## src/rtl/cpu_pkg.sv

```systemverilog
// Shared pipeline definitions: M-bit field indices, the memory-access FSM
// state type and the data substituted for a timed-out load.
package cpu_pkg;

    localparam int M_READ  = 0;
    localparam int M_WRITE = 1;
    localparam int M_TOREG = 2;

    localparam logic [15:0] MEM_TIMEOUT_DATA = 16'hDEAD;

    typedef enum logic {
        IDLE = 1'b0,
        WAIT = 1'b1
    } mem_state_e;

endpackage

```

## src/rtl/mem_access_fsm.sv

```systemverilog
// Data-memory handshake sequencer: raises the request for a pending access,
// waits for ack and abandons the access after TIMEOUT_CYCLES wait cycles.
module mem_access_fsm
    import cpu_pkg::*;
#(
    parameter int TIMEOUT_CYCLES = 255
) (
    input  logic clk,
    input  logic rst,
    input  logic i_start,
    input  logic i_ack,
    output logic o_req,
    output logic o_timeout
);

    localparam logic [15:0] TIMEOUT_LIMIT = 16'(TIMEOUT_CYCLES);

    mem_state_e  r_state;
    mem_state_e  w_state_next;
    logic [15:0] r_cnt;
    logic [15:0] w_cnt_next;

    // NOTE: sequential state uses non-blocking assignments so every register
    // samples the pre-edge value of its neighbours.
    always_ff @(posedge clk or posedge rst) begin
        if (rst) begin
            r_state <= IDLE;
            r_cnt   <= '0;
        end else begin
            r_state <= w_state_next;
            r_cnt   <= w_cnt_next;
        end
    end

    // NOTE: every output of this block is given a default first, so no path
    // leaves a signal unassigned and no latch is inferred.
    always_comb begin
        w_state_next = r_state;
        w_cnt_next   = r_cnt;
        o_req        = 1'b0;
        o_timeout    = 1'b0;
        case (r_state)
            IDLE: begin
                w_cnt_next = '0;
                if (i_start) begin
                    o_req = 1'b1;
                    if (!i_ack) begin
                        w_state_next = WAIT;
                        w_cnt_next   = 16'd1;
                    end
                end
            end
            WAIT: begin
                o_req = i_start;
                // Ack takes priority over an expiring counter.
                if (!i_start || i_ack) begin
                    w_state_next = IDLE;
                    w_cnt_next   = '0;
                end else if (r_cnt == TIMEOUT_LIMIT) begin
                    o_timeout    = 1'b1;
                    w_state_next = IDLE;
                    w_cnt_next   = '0;
                end else begin
                    w_cnt_next = r_cnt + 16'd1;
                end
            end
            default: begin
                w_state_next = IDLE;
                w_cnt_next   = '0;
            end
        endcase
    end

endmodule

```

## src/rtl/mem_stage.sv

```systemverilog
// Pipeline memory stage: EX/MEM register, data-memory access via
// mem_access_fsm, MEM/WB register and EX forwarding taps.
module mem_stage
    import cpu_pkg::*;
#(
    parameter int TIMEOUT_CYCLES = 255
) (
    input  logic        clk,
    input  logic        rst,
    input  logic        in_valid,
    output logic        in_ready,
    input  logic        WB_in,
    input  logic [2:0]  M_in,
    input  logic [15:0] alu_result,
    input  logic [15:0] store_data,
    input  logic [3:0]  dst,
    output logic        dmem_req,
    output logic        dmem_we,
    output logic [15:0] dmem_addr,
    output logic [15:0] dmem_wdata,
    input  logic        dmem_ack,
    input  logic [15:0] dmem_rdata,
    output logic        wb_valid,
    output logic        wb_regwrite,
    output logic [3:0]  wb_dst,
    output logic [15:0] wb_data,
    output logic        fwd_mem_valid,
    output logic [3:0]  fwd_mem_dst,
    output logic [15:0] fwd_mem_data,
    output logic        mem_err
);

    logic        r_s1_valid;
    logic        r_s1_wb;
    logic [2:0]  r_s1_m;
    logic [15:0] r_s1_alu;
    logic [15:0] r_s1_sdata;
    logic [3:0]  r_s1_dst;

    logic        r_s2_valid;
    logic        r_s2_regwrite;
    logic [3:0]  r_s2_dst;
    logic [15:0] r_s2_data;
    logic        r_mem_err;

    logic        w_mem_op;
    logic        w_is_write;
    logic        w_start;
    logic        w_req;
    logic        w_timeout;
    logic        w_retire;
    logic        w_regwrite;
    logic [15:0] w_wb_data;

    // A write with mem_read also set is still a write.
    assign w_mem_op   = r_s1_m[M_READ] | r_s1_m[M_WRITE];
    assign w_is_write = r_s1_m[M_WRITE];
    assign w_start    = r_s1_valid & w_mem_op;

    mem_access_fsm #(
        .TIMEOUT_CYCLES(TIMEOUT_CYCLES)
    ) u_fsm (
        .clk      (clk),
        .rst      (rst),
        .i_start  (w_start),
        .i_ack    (dmem_ack),
        .o_req    (w_req),
        .o_timeout(w_timeout)
    );

    assign in_ready   = ~(w_start & ~dmem_ack & ~w_timeout);
    assign w_retire   = r_s1_valid & (~w_mem_op | dmem_ack | w_timeout);
    assign w_regwrite = r_s1_wb & ~w_is_write & (r_s1_dst != 4'd0) & ~w_timeout;
    assign w_wb_data  = w_timeout        ? MEM_TIMEOUT_DATA :
                        r_s1_m[M_TOREG] ? dmem_rdata       : r_s1_alu;

    always_ff @(posedge clk or posedge rst) begin
        if (rst) begin
            r_s1_valid <= 1'b0;
            r_s1_wb    <= 1'b0;
            r_s1_m     <= '0;
            r_s1_alu   <= '0;
            r_s1_sdata <= '0;
            r_s1_dst   <= '0;
        end else if (in_ready) begin
            r_s1_valid <= in_valid;
            if (in_valid) begin
                r_s1_wb    <= WB_in;
                r_s1_m     <= M_in;
                r_s1_alu   <= alu_result;
                r_s1_sdata <= store_data;
                r_s1_dst   <= dst;
            end
        end
    end

    always_ff @(posedge clk or posedge rst) begin
        if (rst) begin
            r_s2_valid    <= 1'b0;
            r_s2_regwrite <= 1'b0;
            r_s2_dst      <= '0;
            r_s2_data     <= '0;
            r_mem_err     <= 1'b0;
        end else begin
            r_s2_valid    <= w_retire;
            r_s2_regwrite <= w_retire & w_regwrite;
            if (w_retire) begin
                r_s2_dst  <= r_s1_dst;
                r_s2_data <= w_wb_data;
            end
            r_mem_err <= r_mem_err | w_timeout;
        end
    end

    assign dmem_req   = w_req;
    assign dmem_we    = w_req & w_is_write;
    assign dmem_addr  = r_s1_alu;
    assign dmem_wdata = r_s1_sdata;

    assign wb_valid    = r_s2_valid;
    assign wb_regwrite = r_s2_regwrite;
    assign wb_dst      = r_s2_dst;
    assign wb_data     = r_s2_data;
    assign mem_err     = r_mem_err;

    // Loads never forward from here; the hazard unit stalls their consumers.
    assign fwd_mem_valid = r_s1_valid & r_s1_wb & ~r_s1_m[M_TOREG] & (r_s1_dst != 4'd0);
    assign fwd_mem_dst   = r_s1_dst;
    assign fwd_mem_data  = r_s1_alu;

endmodule

```

## config.mk

```make
export PLATFORM = sky130hd
export DESIGN_NAME = mem_stage
export DESIGN_NICKNAME = d
export VERILOG_FILES = /design/src/rtl/cpu_pkg.sv /design/src/rtl/mem_access_fsm.sv /design/src/rtl/mem_stage.sv
export SDC_FILE = /design/constraint.sdc
export NUM_CORES = 1
export LEC_CHECK = 0
export CAP_MARGIN = 20
export CORE_MARGIN = 2
export CORE_UTILIZATION = 40
export DETAILED_ROUTE_END_ITERATION = 8
export PLACE_DENSITY = 0.77
export SYNTH_ARGS = -nofsm -noshare
export SYNTH_HDL_FRONTEND = slang
export SYNTH_HIERARCHICAL = 1
export SYNTH_SLANG_ARGS = --single-unit
```

## constraint.sdc

```tcl
create_clock -name clk -period 5.63 [get_ports clk]
set_input_delay 0.8445 -clock clk [delete_from_list [all_inputs] [get_ports clk]]
set_output_delay 0.8445 -clock clk [all_outputs]
set_load 0.01 [all_outputs]
```

# Word level (Yosys, flattened, before mapping)
# Index checks and enable logic that the tools add are counted.
# word_totals
word_cells	59
regBits	81
# op_classes
reduce_logical	4
n_mux	17
n_addsub	1
n_eq_ne	1
bitwise_logic	23
# ops
cell	count
16-bit two-way mux	5
16-bit one-hot mux with 2 select lines	1
16-bit by 1-bit adder with 16-bit output, second input constant	1
16-bit by 8-bit == test with 1-bit output, second input constant	1
1-bit bitwise AND	12
1-bit two-way mux	9
1-bit NOT	7
1-bit bitwise OR	4
1-bit one-hot mux with 2 select lines	2
4-bit nonzero test	1
2-bit AND reduction	1
1-bit zero test	1
1-bit logical OR	1

# Depth between registers and ports, before layout
# logic_depth
word_depth	10
mapped_depth	10

# Hierarchy
# The synthesis kept the hierarchy.
# modules_own_cells
mod	cells_each	n_inst	area_each_um2
mem_stage	200	1	2899.0
mem_access_fsm	91	1	874.6

# Worst setup path after synthesis
# No wires, ideal clock.
# synth_path
kind	register to output
start	register u_fsm.r_cnt[12]
end	output in_ready
path_buffers	1
setup_slack_ns	2.572
stages_incl_launch_ff	8
required_time_ns	4.786
arrival_ns	2.213
path_cell_list	dfrtp_1 -> or4_1 -> or4_4 -> inv_1 -> and3_1 -> clkbuf_1 -> nor3b_1 -> o21ai_0
# synth_via
elab_chain_len	7
# synth_lines
element	line_no	source
start, declared	mem_access_fsm.sv:20	logic [15:0] r_cnt;
start signal, assigned	mem_access_fsm.sv:31	r_cnt <= w_cnt_next;
16-bit by 8-bit == test with 1-bit output	mem_access_fsm.sv:59	end else if (r_cnt == TIMEOUT_LIMIT) begin
1-bit two-way mux	mem_access_fsm.sv:59	
1-bit two-way mux	mem_access_fsm.sv:56	if (!i_start || i_ack) begin
1-bit two-way mux	mem_access_fsm.sv:42	case (r_state)
named net w_timeout	mem_stage.sv:50	logic w_timeout;
1-bit NOT	mem_stage.sv:71	assign in_ready = ~(w_start & ~dmem_ack & ~w_timeout);
1-bit bitwise AND	mem_stage.sv:71	
1-bit NOT (no line)	n/a	
end, declared	mem_stage.sv:11	output logic in_ready,
# The timed path passes the listed nets, and every way through them passes these cells.

# Worst setup path after layout
# layout_path
start	register u_fsm.r_cnt[0]
end	output in_ready
# Same word-level chain as after synthesis.

==> Flow_metrics.wiki <==
{| class="wikitable"
! Metric !! Value
|-
| Number of nets with antenna violations after detailed routing || 0
|-
| Post-route insts no fill || 529
|-
| Latest clock arrival within the worst-skew pair || 0.35 ns
|-
| Total CTS buffers || 9
|-
| Data arrival at the endpoint of the critical path || 3.60 ns
|-
| Inst Count DP || 514
|-
| Proportion of synthesized chip area in sequential cells || 53.7%
|-
| Clock tree from TritonCTS || yes
|-
| WP data required || 4.79 ns
|-
| Synthesized area per cell || 13.0 µm²
|-
| Power density over the cells || 346 nW/µm²
|-
| Number of enable flip-flop cells after synthesis || 0
|-
| Netlist Area Pre-Place || 3770 µm²
|-
| Final period utilization || 79.0%
|-
| Count of input and output buffers || 138
|-
| #FFs+latches synth || 81
|-
| Count of final max-slew check failures || 0
|-
| Critical path startpoint || u_fsm/r_cnt[0]$_DFF_PP0_
|-
| Hold-fix buffers at CTS || 0
|-
| Depth of the CTS H-tree || 3
|-
| Number of core rows || 35
|-
| Largest net degree at the start of global routing || 65
|-
| Cell at the slowest stage of the critical path || and3_1
|-
| Classification of the worst-slack hold path || reg -> reg
|-
| Family with the most delay on the worst path || simple AND/OR/NAND/NOR gates
|-
| Routability Congestion || 0.825
|-
| Pre-Repair DR Iteration Count || 4
|-
| Chain of cells forming the critical path || ha_1, nand4_1, or4_4, inv_1, and3_1, nor3b_1, o21ai_0, clkdlybuf4s50_1
|-
| Vertical extent of the die || 101 µm
|-
| Most used flip-flop cell after synthesis || dfrtp_1
|-
| Switch share || 25.6%
|-
| Fin nets || 475
|-
| Design internal power || 1.38 mW
|-
| Clock group share of total power || 30.0%
|-
| Setup CP Type || reg -> out
|-
| Ports placed on the boundary || 139
|-
| CTS sink count || 81
|-
| Maximum clock path buffer count || 2
|-
| GR Util All Layers || 17.9%
|-
| Antenna cells || 0
|-
| Filler cell count in the final layout || 763
|-
| Initial antenna violation count || 0
|-
| Final Hold Slack || 0.510 ns
|-
| P_leak || 2.28 nW
|-
| Count of cell types in the netlist || 41
|-
| Relative max-transition margin || 30.4%
|-
| Post-Route Skew || 0.00830 ns
|-
| Wire length of the first global-routing pass || 14200 µm
|-
| Final Routed Wirelength || 8720 µm
|-
| Startpoint of the worst-slack reg-to-reg timing path || u_fsm/r_cnt[0]$_DFF_PP0_
|-
| Startpoint type of the worst setup path || register
|-
| Residual overflow from global routing || 0
|-
| Sequential share of power || 40.9%
|-
| Starting utilization of the core area || 41.0%
|-
| Synthesized Nets || 352
|-
| Logic pwr share || 29.2%
|-
| Final routed wire length divided by cell count || 16.5 µm
|-
| Violation count after the first detailed-routing iteration || 54
|-
| Fmax achieved || 225 MHz
|-
| Crit Path Max Fanout || 21
|-
| Run status || finished clean
|-
| Placeable core region || 9200 µm²
|-
| Type of element capturing the critical path || primary output
|-
| Share of flip-flops with an asynchronous set or reset after synthesis || 100%
|-
| Max-Cap Viols || 0
|-
| Worst supply voltage drop on vdd || 0.170 mV
|-
| Post-Route Setup TNS || 0 ns
|-
| Synthesis-to-layout area growth || 42.2%
|-
| Reg clk slew, reported paths || 0.08 ns
|-
| Hold Crit Start || wb_data[6]$_DFFE_PP0P_
|-
| Largest stage delay on the critical path || 0.71 ns
|-
| Floorplan die area || 10200 µm²
|-
| Sw power || 0.475 mW
|-
| Multi-input combinational cell area || 1500 µm²
|-
| Clk Tree Root Cell || clkbuf_8
|-
| Drc violations || 0
|-
| Final min period || 4.45 ns
|-
| Hold Vio Cnt, Final || 0
|-
| Count of instances resized after the clock tree is built || 0
|-
| Setup repair after global routing missed its margin || false
|-
| Vias per inst || 5.00
|-
| Number of endpoints failing setup at the final stage || 0
|-
| Area of all sequential standard cells || 2030 µm²
|-
| Width of the die || 101 µm
|-
| Final core utilization || 58.4%
|-
| Fraction of final layout cells sized beyond drive strength 1 || 19.4%
|-
| Post CTS Setup Buffer Count || 0
|-
| Yosys synthesis warning count || 6
|-
| Count of vias placed by the detailed router || 2644
|-
| DP Wirelength || 6150 µm
|-
| Via count of the first global-routing pass || 2850
|-
| Crit path buffers/inverters || 2
|-
| Worst slew pin tran || 1.04 ns
|-
| Synthesized instance count || 291
|}
==> power groups by stage <==
stage	combinational [mW]	clock, mW	sequential [mW]
after detailed placement	0.546	0	0.769
after floorplan	0.233	0	0.791
final	0.541	0.556	0.758
after global placement	0.536	0	0.766
after global routing	0.580	0.595	0.776
after CTS	0.549	0.573	0.760
==> flip-flops by register name, indices dropped and copies added (netlist names) <==
register / cells
dmem_addr: 16
wb_dst: 4
fwd_mem_dst: 4
r_s1_wb: 1
wb_valid: 1
wb_regwrite: 1
wb_data: 16
dmem_wdata: 16
u_fsm/r_cnt: 16
mem_err: 1
r_s1_valid: 1
u_fsm/r_state: 1
r_s1_m: 3
==> cell families (layout without fill, tap and decap cells) <==
logic type | Yosys count | in the layout | share of synthesized area [%]
adders and majority gates | 1 | 1 | 0.332
xor gates and xnor gates | 13 | 13 | 3.02
DFF | 81 | 81 | 53.7
muxes | 63 | 63 | 20.6
and+or+nand+nor | 76 | 76 | 11.0
AOI/OAI and AO/OA | 21 | 21 | 4.51
buffers and inverters | 36 | 163 | 6.80
==> cell usage after synthesis (all sizes together) (2+ instances only) <==
master  instances  area share, %
a21oi           3           0.40
xor2            2           0.46
nor4            2           0.33
nand3           7            1.3
nor2           23            2.3
xnor2          11            2.6
nand2b          2           0.33
a32o            2           0.53
a211o          11            2.6
buf            24            5.6
clkbuf          5           0.50
nand4           4           0.66
inv             7           0.70
nor3            5           0.66
or4             4           0.90
nand2           7           0.70
mux2           58             19
nor3b           2           0.40
dfrtp          81             54
o21ai           2           0.36
nor2b          13            2.2
mux2i           5            1.3
==> cell usage in the layout, fill, tap and decap left out, types with 2 or more instances in the layout <==
cell type,Yosys,layout
clkdlybuf4s50_1,0,138
dfrtp_1,81,81
mux2_2,38,38
nor2_1,23,23
mux2_4,20,20
nor2b_1,13,13
a211o_1,11,11
xnor2_1,11,11
clkbuf_8,0,10
nand2_1,7,7
nand3_1,6,6
inv_1,7,6
mux2i_1,5,5
nor3_1,5,5
bufinv_16,0,4
nand4_1,4,4
or4_1,3,3
a21oi_1,3,3
nor3b_1,2,2
a32o_1,2,2
nand2b_1,2,2
buf_4,18,2
nor4_1,2,2
xor2_1,2,2
==> layer usage <==
layer | share of wire (%) | track usage, %
met5 | 0 | 0
met4 | 1.2 | 4.68
met3 | 6.6 | 6.14
met2 | 51 | 30.6
met1 | 42 | 21.8
==> worst paths after layout <==
kind	to	slack (ns)	cells past startpoint
setup / recovery	in_ready	1.18	8
hold / removal	wb_data[6]$_DFFE_PP0P_	0.51	1
setup reg to reg	dmem_addr[8]$_DFFE_PP0P_	1.89	9
hold reg to reg	wb_data[6]$_DFFE_PP0P_	0.51	1
max in group asynchronous	r_s1_m[1]$_DFFE_PP0P_	4.02	3
min in group asynchronous	u_fsm/r_cnt[7]$_DFF_PP0_	0.93	2
==> final cells by class <==
| class | instances | area share (%) |
|---|---|---|
| Tap cell | 111 | 2.59 |
| Clock inverter | 5 | 2.38 |
| Clock buffer | 10 | 2.56 |
| Multi-Input combinational cell | 174 | 27.9 |
| Inverter | 7 | 0.490 |
| Sequential cell | 81 | 37.8 |
| Timing Repair Buffer | 141 | 26.3 |
==> stage by stage <==
step	cell area [µm²]	setup slack, ns	power [mW]
finish	5370	1.18	1.85
global route	5370	0.876	1.95
CTS	5370	1.17	1.88
global placement	5090	1.54	1.30
detailed placement	5100	1.44	1.31
floorplan	3770	2.57	1.02
(Power assumes the default switching activity.)
